### src/rtl/demux_collector.sv
// Serial-to-parallel collector: reassembles an N-bit word sent LSB first,
// one bit per valid cycle, and presents it with a one-cycle Done strobe.
module demux_collector #(
    parameter int unsigned N  = 7,
    parameter int unsigned IW = 3
) (
    input  logic          Clock,
    input  logic          Reset,
    input  logic          Start,
    input  logic          BitIn,
    input  logic          BitValid,
    output logic [N-1:0]  DataOut,
    output logic          Done,
    output logic          Busy,
    output logic [IW-1:0] Index
);

    typedef enum logic [1:0] {
        StIdle,
        StCollect,
        StDone
    } state_t;

    localparam logic [IW-1:0] LastIdx = IW'(N - 1);

    state_t        state_q, state_d;
    logic [IW-1:0] index_q, index_d;
    // Top bit of the word is never buffered; it goes straight into DataOut.
    logic [N-2:0]  buffer_q, buffer_d;
    logic [N-1:0]  data_q, data_d;

    // State and datapath registers with synchronous active-high reset.
    always_ff @(posedge Clock) begin
        if (Reset) begin
            state_q  <= StIdle;
            index_q  <= '0;
            buffer_q <= '0;
            data_q   <= '0;
        end else begin
            state_q  <= state_d;
            index_q  <= index_d;
            buffer_q <= buffer_d;
            data_q   <= data_d;
        end
    end

    // Next-state logic; Start always wins over a same-cycle valid bit.
    always_comb begin
        state_d  = state_q;
        index_d  = index_q;
        buffer_d = buffer_q;
        data_d   = data_q;
        case (state_q)
            StIdle: begin
                if (Start) begin
                    state_d  = StCollect;
                    index_d  = '0;
                    buffer_d = '0;
                end
            end
            StCollect: begin
                if (Start) begin
                    index_d  = '0;
                    buffer_d = '0;
                end else if (index_q > LastIdx) begin
                    // Unreachable index: fall back to idle rather than wrap.
                    state_d = StIdle;
                    index_d = '0;
                end else if (BitValid) begin
                    if (index_q == LastIdx) begin
                        data_d  = {BitIn, buffer_q};
                        state_d = StDone;
                        index_d = '0;
                    end else begin
                        for (int unsigned i = 0; i < N - 1; i++) begin
                            if (index_q == IW'(i)) begin
                                buffer_d[i] = BitIn;
                            end
                        end
                        index_d = index_q + 1'b1;
                    end
                end
            end
            StDone: begin
                index_d = '0;
                if (Start) begin
                    state_d  = StCollect;
                    buffer_d = '0;
                end else begin
                    state_d = StIdle;
                end
            end
            default: begin
                state_d = StIdle;
                index_d = '0;
            end
        endcase
    end

    // Outputs come only from registers or decoded state.
    always_comb begin
        DataOut = data_q;
        Done    = (state_q == StDone);
        Busy    = (state_q == StCollect);
        Index   = index_q;
    end

endmodule

### config.mk
export PLATFORM = sky130hd
export DESIGN_NAME = demux_collector
export DESIGN_NICKNAME = d
export VERILOG_FILES = /design/src/rtl/demux_collector.sv
export SDC_FILE = /design/constraint.sdc
export NUM_CORES = 1
export LEC_CHECK = 0
export CELL_PAD_IN_SITES_DETAIL_PLACEMENT = 0
export CELL_PAD_IN_SITES_GLOBAL_PLACEMENT = 1
export CORE_MARGIN = 3
export CORE_UTILIZATION = 49
export CTS_CLUSTER_DIAMETER = 50
export CTS_CLUSTER_SIZE = 25
export DETAILED_ROUTE_END_ITERATION = 6
export DONT_BUFFER_PORTS = 1
export PLACE_DENSITY = 0.8
export SYNTH_ARGS = -nofsm -noshare
export SYNTH_HDL_FRONTEND = slang
export SYNTH_SLANG_ARGS = --single-unit
### constraint.sdc
create_clock -name Clock -period 2.7 [get_ports Clock]
set_clock_uncertainty 0.05 [all_clocks]
set_input_delay 0.81 -clock Clock [delete_from_list [all_inputs] [get_ports Clock]]
set_output_delay 0.81 -clock Clock [all_outputs]
set_load 0.01 [all_outputs]
==> metrics.cfg <==
[worst_setup_path]
worstPathRequired_ns = 1.84
path_cells = and2b_1
cp.arrival_ns = 1.11
crit_path_end_kind = output port
path_depth = 1
cp_max_fo = 11
crit_slowest_cell = dfxtp_1
cp_slowest_stage_delay_ns = 0.52
cp-start-kind = flip-flop
reg2reg_depth = 3
cp_top_family = flip-flops
crit_buf_inv = 0
worstSetupPathType = reg2out

[sta]
fin_setup_tns_ns = 0
timing.fmax_ghz = 0.507
fin_crit_sh = 0.730
setup_viol = 0
finalMaxSlewViolations = 0
fin_crit_ns = 1.97
tightest_slew_ns = 0.553
slew_headroom = 0.631
rsz0062_at_grt = false
final_hold_viol_count = 0

[global_route]
antenna_found_initial = 0
overflow = 0
grt_max_degree = 20
first_global_vias = 587
grt_pass1_wl_um = 2960
grt_usage = 0.158

[floorplan]
die_h_um = 49.5
core_area_mm2 = 0.00176
die_w_um = 49.5
die_area_mm2 = 0.00245
ios = 17
initial_core_util = 0.526
rows = 15

[placed_design]
dp_hpwl_um = 1220
io_buffers = 0
dp_cells = 116
routabilityCongestion = 0.765

[cells_and_area]
final-seq-area_um2 = 360
drive_gt1_frac = 0.0842
area_delta_synth_final_pct = 3.10
multi_input_area_um2 = 522
fin_util = 0.543
nNetsFinal = 102
fill_cells = 179
antennaDiodeCount = 0
fin_cells = 120

[power_and_ir_drop]
p_per_area_mw_per_mm2 = 486
ir_worst_vdd_mv = 0.272
total_power_mw = 0.465
p_leak_nw = 0.367

[route]
drtPass1Iterations = 4
first_iter_violations = 17
postRouteAntennaNets = 0
vias = 652
routedWlPerCell_um = 14.6
drc = 0
via_per_inst = 5.43
wirelength_um = 1750

[clocking]
clkSinkCount = 18
cts_resized = 0
cts-root-buf = clkbuf_4
holdBufCountCts = 0
postCtsSetupBuffers = 0
numCtsBuffers = 3
h-tree-depth = 1
cts_tree = done
clk_path_buf_depth = 2
clkSlewWorstSetupHoldPaths_ns = 0.11
insertion_delay_ns = 0.30

[run]
cap_violations = 0

[yosys]
syn-cell-area_um2 = 928
synth_area_per_cell_um2 = 9.38
synth_nets = 105
synth_largest_area_cell = dfxtp_1
ys_ff_latch = 18
synthDistinctLibCells = 28
synth_area_leaders = dfxtp_1, mux2i_1, nand2b_1
ys_warn_count = 0
yosysSeqAreaShare = 0.388
syn_inst = 99
synth_top_area_share = 0.388

[status]
status = complete, no violations

[hold_path]
hp-class = reg2reg
min_path_cells = 2

==> tightest hold or removal path: stages (launching register included) <==
cell	delay [ns]
dfxtp_1	0.32
nand2b_1	0.07
mux2i_1	0.06
==> sequential cells by signal, summed over array words and instances, names as in the netlist <==
register / flops
DataOut: 7
Index: 3
buffer_q: 6
state_q: 2
==> Yosys cell counts <==
master and count:
a211oi_1 2, a21bo_2 1, a21boi_0 1, a21oi_1 3, and2_1 1, and2b_1 2
and4_1 1, and4bb_2 1, buf_2 4, buf_4 1, clkbuf_1 3, dfxtp_1 18
ha_1 1, inv_1 2, mux2i_1 14, nand2_1 3, nand2b_1 21, nand3_1 6
nand3b_1 1, nand4_1 2, nand4_2 1, nand4b_1 1, nor2_1 2, nor2b_1 1
nor3_1 1, nor4b_4 1, o211ai_1 1, o21ai_0 3
==> metrics by stage <==
| stage | hold WS (ns) | area [um^2] | worst slack (ns) |
|---|---|---|---|
| final | 0.434 | 957 | 0.729 |
| after global routing | 0.460 | 957 | 0.636 |
| after CTS | 0.438 | 957 | 0.735 |
| after detailed placement | 0.422 | 921 | 0.944 |
| after global placement | 0.409 | 921 | 0.957 |
| after floorplan | 0.399 | 928 | 1.00 |
==> cell usage in the layout (no fill, tap or decap), types with 3 or more instances in the layout <==
cell type	instances
nand2b_1	21
clkbuf_4	3
nand2_1	3
mux2i_1	14
dfxtp_1	18
a21oi_1	3
o21ai_0	3
nand3_1	6
==> cells by family after synthesis <==
group,count (synthesis),synth area share
AOI/OAI and AO/OA,11,0.0755
adders and majority gates,1,0.0135
buffers and inverters,10,0.0499
DFF,18,0.388
muxes,14,0.151
and+or+nand+nor,45,0.322
==> where the power goes <==
| part | switching [mW] | leakage, nW | internal (mW) |
|---|---|---|---|
| logic | 0.00995 | 0.200 | 0.0113 |
| registers | 0.00523 | 0.145 | 0.267 |
| clock network | 0.0890 | 0.0210 | 0.0822 |
| total | 0.104 | 0.367 | 0.361 |
==> metal layers <==
layer	vias to the layer above	track usage	routed length, um
met2	19	0.211	744
met3	2	0.0544	112
met1	298	0.227	881
met4	0	0.0691	13
li1	333	-	-
met5	-	0	0
==> cell type report <==
cell class | count | share of cell area
multi-input combinational | 71 | 0.545
sequential | 18 | 0.376
clock buffer | 4 | 0.0379
tap | 25 | 0.0327
inverter | 2 | 0.00784
==> final timing paths <==
path,to,slack [ns],from
max,Busy,0.73,state_q[0]
min,DataOut[5],0.43,buffer_q[5]
max reg2reg,DataOut[4],1.16,Index[0]
min reg2reg,DataOut[5],0.43,buffer_q[5]
Power figures use the tool's default switching activity.
